### src/rtl/sipo_deser.sv
// sipo_deser: serial-in / parallel-out deserializer with a one-word holding stage.
//
// Serial bits arrive MSB-first on d, qualified by en. Every WIDTH enabled bits
// form a word that is handed to a holding register (q_par/valid). The holder
// is released by ready. A word that completes while the holder is still
// occupied and not being released is dropped, and the sticky ovf flag is set.
//
// Ports
//   clk    in   1      single clock, rising edge
//   rst_n  in   1      synchronous active-low reset
//   d      in   1      serial data bit
//   en     in   1      shift enable, d is sampled only when en=1
//   ready  in   1      downstream accepts the held word
//   q_par  out  WIDTH  last accepted parallel word
//   valid  out  1      q_par holds an unconsumed word
//   ovf    out  1      sticky overflow, cleared only by reset
//   cnt    out  CW     bits collected in the current partial word
//
// Holding FSM
//   state | meaning
//   EMPTY | no word held, valid=0, ready ignored
//   FULL  | word held in q_par, valid=1, waiting for ready

module sipo_deser #(
  parameter int WIDTH = 8,
  localparam int CW   = $clog2(WIDTH)
) (
  input  logic             clk,
  input  logic             rst_n,
  input  logic             d,
  input  logic             en,
  input  logic             ready,
  output logic [WIDTH-1:0] q_par,
  output logic             valid,
  output logic             ovf,
  output logic [CW-1:0]    cnt
);

  typedef enum logic {
    EMPTY = 1'b0,
    FULL  = 1'b1
  } state_t;

  localparam logic [CW-1:0] CNT_LAST = CW'(WIDTH - 1);

  state_t           r_state;
  state_t           w_state_nxt;
  logic [WIDTH-1:0] r_sr;
  logic [WIDTH-1:0] r_q_par;
  logic [CW-1:0]    r_cnt;
  logic             r_ovf;

  logic [WIDTH-1:0] w_sr_nxt;
  logic             w_complete;
  logic             w_load;
  logic             w_set_ovf;

  // The completed word includes the bit being sampled on this edge, so the
  // holder is loaded from the next shift-register value, not the current one.
  assign w_sr_nxt   = {r_sr[WIDTH-2:0], d};
  assign w_complete = en && (r_cnt == CNT_LAST);

  always_comb begin
    w_state_nxt = r_state;
    w_load      = 1'b0;
    w_set_ovf   = 1'b0;
    case (r_state)
      EMPTY: begin
        if (w_complete) begin
          w_load      = 1'b1;
          w_state_nxt = FULL;
        end
      end
      FULL: begin
        if (w_complete) begin
          // Release and refill on the same edge keeps the holder full.
          if (ready) w_load    = 1'b1;
          else       w_set_ovf = 1'b1;
        end else if (ready) begin
          w_state_nxt = EMPTY;
        end
      end
      default: w_state_nxt = EMPTY;
    endcase
  end

  always_ff @(posedge clk) begin
    if (!rst_n) begin
      r_state <= EMPTY;
      r_sr    <= '0;
      r_cnt   <= '0;
      r_q_par <= '0;
      r_ovf   <= 1'b0;
    end else begin
      r_state <= w_state_nxt;
      if (en) begin
        r_sr  <= w_sr_nxt;
        r_cnt <= w_complete ? '0 : r_cnt + 1'b1;
      end
      if (w_load)    r_q_par <= w_sr_nxt;
      if (w_set_ovf) r_ovf   <= 1'b1;
    end
  end

  assign q_par = r_q_par;
  assign valid = (r_state == FULL);
  assign ovf   = r_ovf;
  assign cnt   = r_cnt;

endmodule

### config.mk
export PLATFORM = sky130hd
export DESIGN_NAME = sipo_deser
export DESIGN_NICKNAME = d
export VERILOG_FILES = /design/src/rtl/sipo_deser.sv
export SDC_FILE = /design/constraint.sdc
export NUM_CORES = 1
export LEC_CHECK = 0
export CAP_MARGIN = 5
export CORE_MARGIN = 2
export CORE_UTILIZATION = 30
export CTS_BUF_LIST = sky130_fd_sc_hd__clkbuf_4
export DETAILED_ROUTE_END_ITERATION = 6
export HOLD_SLACK_MARGIN = 0.03
export PLACE_DENSITY = 0.62
export SETUP_SLACK_MARGIN = 0.2
export SLEW_MARGIN = 20
export SYNTH_ARGS = -nofsm -noshare
export SYNTH_HDL_FRONTEND = slang
export SYNTH_SLANG_ARGS = --single-unit
### constraint.sdc
create_clock -name clk -period 1.7 [get_ports clk]
set_clock_uncertainty 0.05 [all_clocks]
set_input_delay 0.34 -clock clk [delete_from_list [all_inputs] [get_ports clk]]
set_output_delay 0.34 -clock clk [all_outputs]
set_load 0.02 [all_outputs]
* Yosys cells after proc, flatten, opt, wreduce, memory -nomap -nowiden
Cells that the tools add are included.
** Operators by class
- Bitwise logic cells :: 1
- Eq/ne operators :: 1
- Reductions and logical operators :: 1
- $add $sub $neg :: 1
- Multiplexer cells :: 10
** Operators by type and width (count)
- two-way mux 1 bit :: 7
- case mux 1 bit (2 select lines) :: 2
- adder 3 x 1 -> 3 bit, second input constant :: 1
- == test 3 bit, second input constant :: 1
- two-way mux 3 bit :: 1
- logical AND 1 bit :: 1
- inverter 1 bit :: 1
** Storage, ports and cells
- Register bits after elaboration :: 20
- Input port bits :: 5

* Depth between registers and ports, before layout
Gate-level depths: netlist of run 1.
- Depth in word-level cells :: 4
- Mapped depth :: 6
- Mapped depth without buffers :: 5

* Least setup slack after synthesis of run 1
No wires, ideal clock.
- Path kind :: register to register
- Start :: register r_cnt[0], in the netlist cnt[0]
- End :: register r_q_par[0], in the netlist q_par[0]
- Clock period less this slack :: 1.438 ns
- Setup time :: 0.072 ns
- Stages on the path, launching flop included :: 7
- Arrival :: 1.317 ns
- Path slack :: 0.262 ns
- Path through :: dfxtp_1 ha_1 ha_1 nand2_2 nor2b_4 buf_8 mux2i_1
** On the way
- Word-level cells in the longest chain between the ends :: 4
- Elaborated cells on any way between the ends :: 5
- Those cells by class :: eq/ne: 1; mux: 3; reduce/logical: 1
** Ends and longest elaborated chain
- start: declaration :: RTL line 50 : logic [CW-1:0] r_cnt;
- start signal: assignment :: RTL line 98 : r_cnt <= w_complete ? '0 : r_cnt + 1'b1;
- == test 3 bit * :: RTL line 61 : assign w_complete = en && (r_cnt == CNT_LAST);
- logical AND 1 bit * :: RTL line 61
- two-way mux 1 bit, on equally long branches :: RTL line 75, 69
- case mux 1 bit (2 select lines) * :: RTL line 67 : case (r_state)
- end signal: assignment :: RTL line 100 : if (w_load) r_q_par <= w_sr_nxt;
- end: declaration :: RTL line 49 : logic [WIDTH-1:0] r_q_par;
Every way passes the cells marked *; elsewhere a longest branch is shown, timed or not.
A chain may end at the register's enable or synchronous reset.

* Final worst setup path of run 1
- Start :: register r_state, in the netlist valid
- End :: output port valid
** RTL lines
- start: declaration :: RTL line 46 : state_t r_state;
- start signal: assignment :: RTL line 95 : r_state <= w_state_nxt;
- end: declaration :: RTL line 34 : output logic valid,
No word-level cell between the ends.

==> metrics, run 1 <==
P_leak 0.458 nW; Initial Utilization 30.9%; CTS hold repair buffers 0; WHS 417 ps; Fmax 712 MHz; DRC violations left 0; input/output buffers 17; P_int 0.593 mW; synth top area cells dfxtp_1, mux2i_1, nand2_1; placed wire-length estimate 884 um; WP data arrival 1010 ps; Slowest cell on crit path dfxtp_1; CTS Sinks 20; area share of the largest cell type after synthesis 48.2%; Clock transition at path regs 100 ps; pre-CTS WS 112 ps; GRT Max-Usage Layer met1; initial DRC count 2; via count 553; GP Congestion 0.640; final setup vio count 0; Finished Core Util 39.2%; Die Y 56.6 um; final hold violations 0; period utilization 82.6%; CTS tree yes; Slew @ Worst Pin 210 ps; sequential fraction of the synthesis area 48.2%; Synth Register Bits 20; Logic pwr share 8.6%; WP data required 1310 ps; grt met2 use 11.6%; vias per inst 4.29; post-layout min period 1400 ps; Max-Cap Viols 0; vias in the first global route 515; CP Capture Type output port; fill count 279; cell family with most CP delay flip-flops; Crit Path Category reg -> out; syn avg cell area 10.4 um^2; CP Max Fanout 2; RSZ-0062 raised after global routing no; Critical Path Max Stage Delay 380 ps; PD cells 715 mW/mm^2; clock share of power 27.4%; post-synthesis cell type count 19; Inserted Diodes 0; worst-skew pair later-pin latency 280 ps; CTS H-tree lvls 1; met3 Resource Use GR 2.07%; drt pass-1 iters 2; Seq pwr share 64.0%; Worst Setup Start Kind flip-flop; # IOs 18; sw frac 21.2%; slew margin rel. 86.0%; CTS buffer count 3; largest net degree at the start of global routing 29; final wirelength 1250 um; Max VDD drop 0.000374 V; Synth-to-Final Area Change 26.7%; Worst Hold Class reg -> reg; grt ovf 0; max-slew violations 0; global-route wire length before repair 2120 um; Overall Global Routing Usage 8.40%; cell count after synthesis 80; Nets 107; num rows 19; DR WL/cell 9.71 um; sw power 0.160 mW; Die X 56.6 um; CTS Buffer Depth 2; Post-Syn Nets 87; core area 0.00269 mm^2; die area 0.00321 mm^2; Fin Setup TNS 0 ps; initial antenna violation count 0; GR Util met1 12.1%; Warnings, synthesis 0; final worst-path setup slack 296 ps; Worst Path Buf+Inv 1; layout cells sized above 1 10.2%; post-synth top area cell dfxtp_1; Root Buffer clkbuf_4; ANT nets after route 0; synthesized cell area 831 um^2; run status completed; worst-path cell chain dlygate4sd2_1
-- worst register-to-register path: stages (launching register included) --
cell and delay [ps]:
dfxtp_2 360, ha_1 150, ha_1 210, nand2_2 100, nor2b_4 130, buf_12 140, mux2i_1 180
-- power by group through the flow --
stage / combinational, mW / clock (mW) / sequential (mW)
finish: 0.0646 / 0.206 / 0.482
detailed placement: 0.0683 / 0 / 0.492
CTS: 0.0656 / 0.221 / 0.481
global route: 0.0709 / 0.237 / 0.483
floorplan: 0.0369 / 0 / 0.497
global placement: 0.0679 / 0 / 0.492
-- logic make-up after synthesis --
logic type / count (synthesis) / share of synthesized area, %
simple gates: 32 / 20.2
mux: 17 / 20.5
flops: 20 / 48.2
fa+ha+maj: 2 / 3.01
compound gates: 3 / 2.56
buf+inv: 6 / 5.57
-- path summary, 6_finish.rpt --
check             slack (ps)  cells after the start      from       end
setup / recovery         300                      1     valid     valid
hold / removal           420                      2  q_par[1]  q_par[1]
setup reg to reg         310                      6    cnt[0]  q_par[0]
hold reg to reg          420                      2  q_par[1]  q_par[1]
-- placed cells by master, fill, tap and decap left out --
cell	n
a21boi_0	1
o22ai_1	1
clkdlybuf4s50_1	4
nor2b_1	9
dfxtp_1	19
nand2b_4	1
inv_1	1
dlygate4sd2_1	13
o21a_1	1
nor2b_4	1
buf_12	2
nand2_1	17
clkbuf_4	3
dfxtp_2	1
ha_1	2
buf_4	1
mux2i_1	17
and2_1	1
nand2_2	1
nor2_1	2
-- per-stage QoR --
step	area, um^2	power (mW)	instances
5_1_grt	1050	0.791	129
2_1_floorplan	831	0.534	80
6_report	1050	0.753	129
4_1_cts	1050	0.768	129
3_3_place_gp	1020	0.560	125
3_5_place_dp	1020	0.561	125
-- cell usage after synthesis --
cell type	instances
a21boi_0	1
o22ai_1	1
nor2b_1	9
buf_6	1
mux2i_1	17
buf_4	1
ha_1	2
nor2b_4	1
o21a_1	1
dfxtp_1	20
clkbuf_1	1
nand2b_4	1
nand2_2	1
nand2_1	17
and2_1	1
inv_1	1
buf_2	1
nor2_1	2
buf_8	1
-- registers in the layout, summed over array words and instances (netlist names) --
signal and flops:
q_par 8, valid 1, r_sr 7, ovf 1, cnt 3
-- area by class of cell --
class | count | area (um^2) | area share (%)
Clock buffer | 3 | 22.5 | 2.14
Inverter | 1 | 3.75 | 0.357
Multi-Input combinational cell | 54 | 384 | 36.5
Sequential cell | 20 | 402 | 38.2
Tap cell | 31 | 38.8 | 3.69
Timing Repair Buffer | 20 | 201 | 19.1
-- per-layer routing --
layer,wire length (um),vias to the layer above,share of wire [%]
met4,0,0,0
met2,572,7,46
met5,0,-,0
met1,637,253,51
met3,41,0,3.3
li1,-,293,-
-- repair_timing --
action,in CTS,in global routing
gates resized for setup,13,1
setup buffers,1,0
endpoints found under the setup margin,21,6
gates cloned,0,0
Note: power is estimated with default switching activity, not from simulation.
==> run 2, diff against run 1 <==
--- a/config.mk
+++ b/config.mk
@@ -11,7 +11,7 @@
 export CTS_BUF_LIST = sky130_fd_sc_hd__clkbuf_4
 export DETAILED_ROUTE_END_ITERATION = 6
 export HOLD_SLACK_MARGIN = 0.03
-export PLACE_DENSITY = 0.62
+export PLACE_DENSITY = 0.64
 export SETUP_SLACK_MARGIN = 0.2
 export SLEW_MARGIN = 20
 export SYNTH_ARGS = -nofsm -noshare
==> constraint.sdc (replaced) <==
create_clock -name clk -period 1.1 [get_ports clk]
set_clock_uncertainty 0.05 [all_clocks]
set_input_delay 0.22 -clock clk [delete_from_list [all_inputs] [get_ports clk]]
set_output_delay 0.22 -clock clk [all_outputs]
set_load 0.02 [all_outputs]
==> run 2 against run 1 <==
Effect of this change: sequential power increased by 54%; die area stayed put; critical path depth rose by 5; total power is 94% higher; clock-buffer cell count did not move; worst setup slack worse by 450 ps; register-to-register slack got worse by 460 ps; the flow now finishes with violations (negative setup slack); first-iteration DRC count is the same; via count rose by 12%.
==> metrics, run 2 (same netlist as run 1, synthesis figures left out) <==
Min-Delay Endpoint q_par[7]; slew margin rel. 86.5%; CP Capture Type flip-flop; period utilization 114%; CP Max Fanout 8; layout cells sized above 1 47.3%; flip-flop and latch area 424 um^2; failing checks negative setup slack; Max VDD drop 0.000643 V; Synth-to-Final Area Change 51.8%; final wirelength 1410 um; worst reg2reg setup slack -150 ps; CTS hold repair buffers 0; vias in the first global route 602; RSZ-0062 raised after global routing yes; DRC violations left 0; Fmax 799 MHz; CTS Buffer Depth 2; Min-Delay Path Depth 2; run status finished, violations left; hold_sp r_sr[6]; most frequent cells in the layout mux2i_1, nand2_1, buf_6, buf_4, dfxtp_2; Die X 56.6 um; fill count 263; grt ovf 0; core area 0.00269 mm^2; RR Endpoint q_par[1]; Worst Setup Start Kind flip-flop; R2R depth 6; vias per inst 4.40; Total Power 1.46 mW; Slew @ Worst Pin 203 ps; Nets 118; via count 620; Worst Hold Class reg -> reg; DR WL/cell 10.0 um; initial antenna violation count 0; GP Congestion 0.712; largest net degree at the start of global routing 29; CTS tree yes; post-layout min period 1250 ps; Max-Cap Viols 0; num rows 19; final worst-path setup slack -152 ps; Initial Utilization 30.9%; Die Y 56.6 um; placed wire-length estimate 1020 um; global-route wire length before repair 2470 um; CTS H-tree lvls 1; Clock transition at path regs 120 ps; final setup vio count 13; ANT nets after route 0; die area 0.00321 mm^2; Crit Path Category reg -> reg; FF-to-FF Start cnt[1]; max-slew violations 0; Overall Global Routing Usage 9.84%; Root Buffer clkbuf_4; drt pass-1 iters 4; PD cells 1160 mW/mm^2; WP data required 1280 ps; final hold violations 0; worst-skew pair later-pin latency 290 ps; initial DRC count 2; max reg flops 8; Inserted Diodes 0; commonest non-fill, non-tap cell in the layout mux2i_1; CTS Sinks 20; Fin Setup TNS -1530 ps; # IOs 18; P_leak 0.520 nW; input/output buffers 17; area of the multi-input gates 427 um^2; CTS buffer count 3; WP data arrival 1430 ps
## run 2: changes by cell type in the layout (fill, tap and decap cells not counted), moves of 2 or more
cell / delta
buf_4: +11
buf_6: +13
ha_1: -2
dfxtp_2: +9
dfxtp_4: +3
dfxtp_1: -12
dlygate4sd2_1: -12
ha_4: +2
## run 2: cell type report
class,count,area share [%]
Tap cell,31,3.08
Clock inverter,1,2.38
Multi-Input combinational cell,54,33.8
Timing Repair Buffer,31,25.0
Inverter,1,0.298
Sequential cell,20,33.6
Clock buffer,3,1.79
## run 2: repair_timing
action	4_1_cts	5_1_grt
pin swaps	4	1
endpoints found under the setup margin	33	26
gates cloned	0	0
setup buffers	2	3
gates resized for setup	84	10
## run 2: metal layers
| metal | wire, um | vias up | GRT usage [%] |
|---|---|---|---|
| met5 | 0 | - | 0 |
| met4 | 13 | 0 | 5.10 |
| met3 | 70 | 2 | 2.76 |
| met2 | 661 | 10 | 15.3 |
| met1 | 665 | 289 | 12.3 |
| li1 | - | 319 | - |
## run 2: critical path, stage by stage, from the launching register on
cell and delay [ps]:
dfxtp_4 370, ha_4 140, ha_4 140, nand2_4 50, nor2b_4 130, buf_12 140
mux2i_1 170
## run 2: report_power, final
group | internal, mW | switching (mW) | total [mW]
Clock | 0.368 | 0.218 | 0.586
Sequential | 0.733 | 0.0106 | 0.743
Combinational | 0.0760 | 0.0561 | 0.132
## run 2: worst max path at each step
stage / from / endpoint / slack [ps] / depth (start not counted)
detailed placement: en / q_par[1] / -340 / 5
finish: cnt[1] / q_par[1] / -150 / 6
global placement: en / q_par[6] / -300 / 5
global route: cnt[1] / q_par[6] / -220 / 6
CTS: cnt[1] / q_par[1] / -160 / 6
floorplan: cnt[1] / q_par[0] / -130 / 6
## run 2: stage by stage
step	setup slack (ps)	utilization (%)	std cells	instance area (um^2)	hold WS (ps)
3_5_place_dp	-338	42.0	132	1130	399
3_3_place_gp	-304	42.0	132	1130	398
6_report	-152	46.9	141	1260	420
5_1_grt	-217	46.9	141	1260	442
4_1_cts	-164	45.3	138	1220	421
2_1_floorplan	-126	-	80	870	312
